<file path="src/rtl/usb_rx_bit_recovery.sv">
// USB full-speed receive front end: line synchronizer, bit-timing recovery, NRZI
// decode, bit unstuffing and EOP detection feeding an 8-bit receive shift register.
module usb_rx_bit_recovery #(
    parameter int CLKS_PER_BIT = 8,
    parameter int SAMPLE_PHASE = 3,
    parameter int STUFF_RUN    = 6
) (
    input  logic clk,
    input  logic rst,
    input  logic rx_enable,
    input  logic d_plus,
    input  logic d_minus,
    output logic d_original,
    output logic shift_enable,
    output logic byte_done,
    output logic eop,
    output logic stuff_err
);
    localparam int TW = (CLKS_PER_BIT > 2) ? $clog2(CLKS_PER_BIT) : 1;
    localparam int OW = $clog2(STUFF_RUN + 1);
    localparam logic [TW-1:0] PHASE = TW'(SAMPLE_PHASE);
    localparam logic [TW-1:0] T_MAX = TW'(CLKS_PER_BIT - 1);
    localparam logic [OW-1:0] RUN   = OW'(STUFF_RUN);

    typedef enum logic [1:0] {IDLE, RECEIVE, EOP_WAIT} state_t;

    state_t        state_q, state_d;
    logic          dp_meta, dp_sync, dp_last, dm_meta, dm_sync;
    logic [TW-1:0] timer_q, timer_d;
    logic [OW-1:0] ones_q, ones_d;
    logic [2:0]    bit_cnt_q, bit_cnt_d;
    logic          prev_dp_q, prev_dp_d;
    logic          shift_d, dout_d, eop_d, stuff_d, wrap_d;
    logic [1:0]    done_pipe;
    logic          line_edge, fall, sample, se0, line_j, decoded;

    // Lines reset to idle J so leaving reset never looks like a SYNC edge.
    always_ff @(posedge clk or posedge rst) begin
        if (rst) begin
            dp_meta <= 1'b1;
            dp_sync <= 1'b1;
            dp_last <= 1'b1;
            dm_meta <= 1'b0;
            dm_sync <= 1'b0;
        end else begin
            dp_meta <= d_plus;
            dp_sync <= dp_meta;
            dp_last <= dp_sync;
            dm_meta <= d_minus;
            dm_sync <= dm_meta;
        end
    end

    assign line_edge = dp_sync ^ dp_last;
    assign fall      = dp_last & ~dp_sync;
    assign se0       = ~dp_sync & ~dm_sync;
    assign line_j    = dp_sync & ~dm_sync;
    assign decoded   = (dp_sync == prev_dp_q);
    // An edge re-phases the timer and suppresses a coincident sample.
    assign sample    = (state_q != IDLE) && !line_edge && (timer_q == PHASE);

    always_comb begin
        state_d   = state_q;
        timer_d   = (line_edge || timer_q == T_MAX) ? '0 : timer_q + TW'(1);
        ones_d    = ones_q;
        bit_cnt_d = bit_cnt_q;
        prev_dp_d = prev_dp_q;
        shift_d   = 1'b0;
        dout_d    = d_original;
        eop_d     = 1'b0;
        stuff_d   = 1'b0;
        wrap_d    = 1'b0;
        case (state_q)
            IDLE: begin
                timer_d   = '0;
                ones_d    = '0;
                bit_cnt_d = '0;
                prev_dp_d = 1'b1;
                if (fall && rx_enable) state_d = RECEIVE;
            end
            RECEIVE: begin
                if (sample) begin
                    if (se0) begin
                        eop_d     = 1'b1;
                        ones_d    = '0;
                        bit_cnt_d = '0;
                        prev_dp_d = 1'b1;
                        state_d   = EOP_WAIT;
                    end else begin
                        prev_dp_d = dp_sync;
                        if (ones_q == RUN) begin
                            ones_d  = '0;
                            stuff_d = decoded;
                        end else begin
                            shift_d   = 1'b1;
                            dout_d    = decoded;
                            ones_d    = decoded ? ones_q + OW'(1) : '0;
                            bit_cnt_d = bit_cnt_q + 3'd1;
                            wrap_d    = (bit_cnt_q == 3'd7);
                        end
                    end
                end
            end
            EOP_WAIT: begin
                if (sample) begin
                    prev_dp_d = 1'b1;
                    if (line_j) state_d = IDLE;
                end
            end
            default: state_d = IDLE;
        endcase
        if (!rx_enable) begin
            state_d = IDLE;
            shift_d = 1'b0;
            eop_d   = 1'b0;
            stuff_d = 1'b0;
            wrap_d  = 1'b0;
        end
    end

    always_ff @(posedge clk or posedge rst) begin
        if (rst) begin
            state_q   <= IDLE;
            timer_q   <= '0;
            ones_q    <= '0;
            bit_cnt_q <= '0;
            prev_dp_q <= 1'b1;
        end else begin
            state_q   <= state_d;
            timer_q   <= timer_d;
            ones_q    <= ones_d;
            bit_cnt_q <= bit_cnt_d;
            prev_dp_q <= prev_dp_d;
        end
    end

    // byte_done trails the 8th shift strobe by one cycle so the shift register is settled.
    always_ff @(posedge clk or posedge rst) begin
        if (rst) begin
            shift_enable <= 1'b0;
            d_original   <= 1'b0;
            eop          <= 1'b0;
            stuff_err    <= 1'b0;
            done_pipe    <= '0;
        end else begin
            shift_enable <= shift_d;
            d_original   <= dout_d;
            eop          <= eop_d;
            stuff_err    <= stuff_d;
            done_pipe    <= {done_pipe[0] & rx_enable, wrap_d};
        end
    end

    assign byte_done = done_pipe[1];
endmodule

</file>
<file path="config.mk">
export PLATFORM = sky130hd
export DESIGN_NAME = usb_rx_bit_recovery
export DESIGN_NICKNAME = d
export VERILOG_FILES = /design/src/rtl/usb_rx_bit_recovery.sv
export SDC_FILE = /design/constraint.sdc
export NUM_CORES = 1
export LEC_CHECK = 0
export ABC_AREA = 1
export BUFFER_PORTS_ARGS = -buffer_cell sky130_fd_sc_hd__buf_2
export CORE_MARGIN = 5
export CORE_UTILIZATION = 45
export DETAILED_ROUTE_END_ITERATION = 8
export GPL_ROUTABILITY_DRIVEN = 0
export PLACE_DENSITY = 0.73
export RECOVER_POWER = 100
export SLEW_MARGIN = 20
export SYNTH_ARGS = -nofsm -noshare
export SYNTH_HDL_FRONTEND = slang
export SYNTH_SLANG_ARGS = --single-unit
</file>
<file path="constraint.sdc">
create_clock -name clk -period 3.6 [get_ports clk]
set_clock_uncertainty 0.05 [all_clocks]
set_input_delay 0.18 -clock clk [delete_from_list [all_inputs] [get_ports clk]]
set_output_delay 0.18 -clock clk [all_outputs]
set_load 0.005 [all_outputs]
</file>
==> summary.txt <==
Logic synthesis
  • Yosys top cell area share: 44.2%
  • Share of synthesized registers carrying an async set or reset: 100%
  • Register area share after synthesis: 54.0%
  • Top-count cell post-synth: nand2_1
  • Synthesis Warnings: 0
  • Post-synth EDFFs: 0
  • Cell count after synthesis: 114
  • Synth Register Bits: 23
  • Number of library cell types mapped by synthesis: 21
  • Mean Syn Cell Area: 9.44 sq um
  • Post-synth top cells: nand2_1 (25), dfrtp_1 (19), inv_1 (12), nor2_1 (11), ha_1 (8)
  • Dominant cell type by area after synthesis: dfrtp_1
  • Post-synthesis cell area: 1080 sq um
  • Top FF cell, synth: dfrtp_1
  • Syn Nets: 127
  • Synth top area cells: dfrtp_1 (44%), dfstp_2 (9.8%), ha_1 (9.3%), nand2_1 (8.7%), inv_1 (4.2%)

Floorplan
  • Die height: 58.9 um
  • Die width: 58.9 um
  • Cell Rows: 17
  • Boundary pin count: 10
  • Starting Density: 47.7%
  • Die Area: 3470 sq um
  • Core box area: 2250 sq um

Min path
  • Hold Path Class: in2reg

Timing
  • Crit share post-route: 52.1%
  • Fmax: 0.533 GHz
  • Slew Limit Fails: 0
  • Fin crit period: 1.88 ns
  • Final setup viols: 0
  • Setup TNS: 0 ns
  • Unrepaired setup endpoints after global routing: no
  • Headroom to the max-slew limit: 43.2%
  • Slew @ Worst Pin: 0.850 ns
  • Fin. Hold Viols: 0

GRT
  • Vias in the first global route: 785
  • Top Usage Layer GRT: met2
  • Global-route wire length before repair: 3.26 mm
  • GR met2 Demand/Resource: 20.7%
  • Number of antenna violations at the first check in global routing: 0
  • Met3 GRT Util: 2.85%
  • GRT overflow: 0
  • GR Util met1: 14.9%
  • Largest net degree at the start of global routing: 24
  • GRT Util Overall: 12.2%

Routing
  • Routed Antenna Nets: 0
  • Vias per cell: 4.91
  • Number of remaining DRC errors: 0
  • Routed Wire Length: 1.78 mm
  • Iter 0 DRT Violations: 23
  • Via count: 776
  • Drt wl/cell: 11.3 um
  • Router iterations before antenna repair: 4

Placed design
  • Port Buffers: 9
  • Dpl hpwl: 1.39 mm

Pwr
  • Part of the power in the clock network: 20.1%
  • P_sw: 0.182 mW
  • Internal power: 0.385 mW
  • Combinational share of power: 22.9%
  • Pwr/cell area: 476 nW/um^2
  • Share of power burned in registers: 56.9%
  • Sw Share: 32.0%
  • Max VDD drop: 293 uV
  • Leakage: 0.630 nW

Setup path
  • Worst setup SP type: register
  • Worst setup EP type: register
  • Crit Path Max Fanout: 5
  • Worst EP required: 3.75 ns
  • Crit Path Category: reg2reg
  • Crit path DAT: 2.03 ns

Layout
  • Layout area overhead: 10.7%
  • Final core occ: 52.8%
  • Fraction of layout instances using a drive strength above 1: 17.7%
  • Register Area: 581 sq um
  • Nets: 144
  • Multi-input logic area: 419 sq um
  • N_diodes: 0
  • Filler cells: 219

Clock network
  • TritonCTS clock tree: done
  • H-Tree Depth: 1
  • Clk buf depth: 2
  • # Post-CTS Setup Buffers: 0
  • Clock slew at reported path FFs: 0.12 ns
  • Clock sinks: 23
  • Cts repair resizes: 0
  • Worst-Skew Late Latency: 0.30 ns
  • Cts bufs inserted: 3
  • Root buffer cell: clkbuf_4

Run
  • Max cap viols: 0

Run status
  • Status: completed
[routing by layer]
layer  vias to the layer above  routed length, um
li1                        392                  -
met1                       367                803
met2                        15                874
met3                         2                 87
met4                         0                 13
met5                         -                  0
[registers in the layout, summed over array words and instances (netlist names), 2 cells and up]
signal	count
bit_cnt_q	3
timer_q	3
done_pipe	2
ones_q	3
state_q	2
[final timing paths]
check,slack (ns),to,startpoint,cells after the start
min in group asynchronous,0.52,ones_q[1],rst,3
max in group asynchronous,2.46,eop,rst,3
min reg2reg,0.32,dm_sync,dm_meta,0
min,0.07,done_pipe[1],rx_enable,3
max reg2reg,1.72,bit_cnt_q[1],dp_sync,7
max,1.72,bit_cnt_q[1],dp_sync,7
[kinds of logic (layout without fill, tap and decap cells)]
logic type,count (synthesis),count (layout),synth area share [%]
DFF,23,23,54.0
xor gates and xnor gates,1,1,0.814
AOI/OAI and AO/OA,10,10,4.88
buffers and inverters,15,31,5.23
and+or+nand+nor,57,57,25.8
adders and majority gates,8,8,9.30
[critical path: stages, from the launching register on]
cell and delay, ns:
dfstp_1 0.60, inv_1 0.10, ha_1 0.31, nand2_1 0.13, a21oi_1 0.26, nand2_1 0.17
nand2_1 0.08, o21ai_0 0.07
[what timing repair did]
action                     in CTS  in global routing
hold endpoints to repair       21                  0
setup endpoints to repair       0                  0
hold buffers                    3                  0
[area by class of cell]
cell class / instances / share of cell area, %
sequential: 23 / 48.7
clock inverter: 1 / 0.420
clock buffer: 3 / 1.89
tap: 28 / 2.94
timing repair buffer: 12 / 6.09
inverter: 15 / 4.73
multi-input combinational: 76 / 35.2
[placed cells by master, fill, tap and decap left out, drive strengths merged]
| master | n |
|---|---|
| nand2 | 31 |
| dfrtp | 19 |
| inv | 15 |
| nor2 | 14 |
| ha | 8 |
| o21ai | 8 |
| buf | 7 |
| nand3 | 6 |
| clkbuf | 5 |
| dfstp | 4 |
| nor3 | 3 |
| dlygate4sd3 | 3 |
| nand4 | 1 |
| o21bai | 1 |
| a21oi | 1 |
| nand3b | 1 |
| nor3b | 1 |
| xnor2 | 1 |
| clkinv | 1 |
[power by group through the flow]
| stage | logic, mW | registers [mW] | clock network, mW |
|---|---|---|---|
| after global placement | 0.131 | 0.324 | 0 |
| after global routing | 0.156 | 0.327 | 0.130 |
| after floorplan | 0.107 | 0.320 | 0 |
| after CTS | 0.140 | 0.322 | 0.121 |
| after detailed placement | 0.136 | 0.327 | 0 |
| final | 0.130 | 0.323 | 0.114 |
[per-stage QoR]
stage          setup WS (ns)  power, mW  instances  hold slack (ns)  area [sq um]
5_1_grt                 1.56      0.613        158           0.0691          1190
2_1_floorplan           1.99      0.428        114            0.129          1080
4_1_cts                 1.82      0.583        158           0.0581          1210
6_report                1.72      0.567        158           0.0698          1190
3_3_place_gp            1.91      0.455        151            0.235          1160
3_5_place_dp            1.84      0.463        151            0.238          1160
Note: power is estimated with default switching activity, not from simulation.
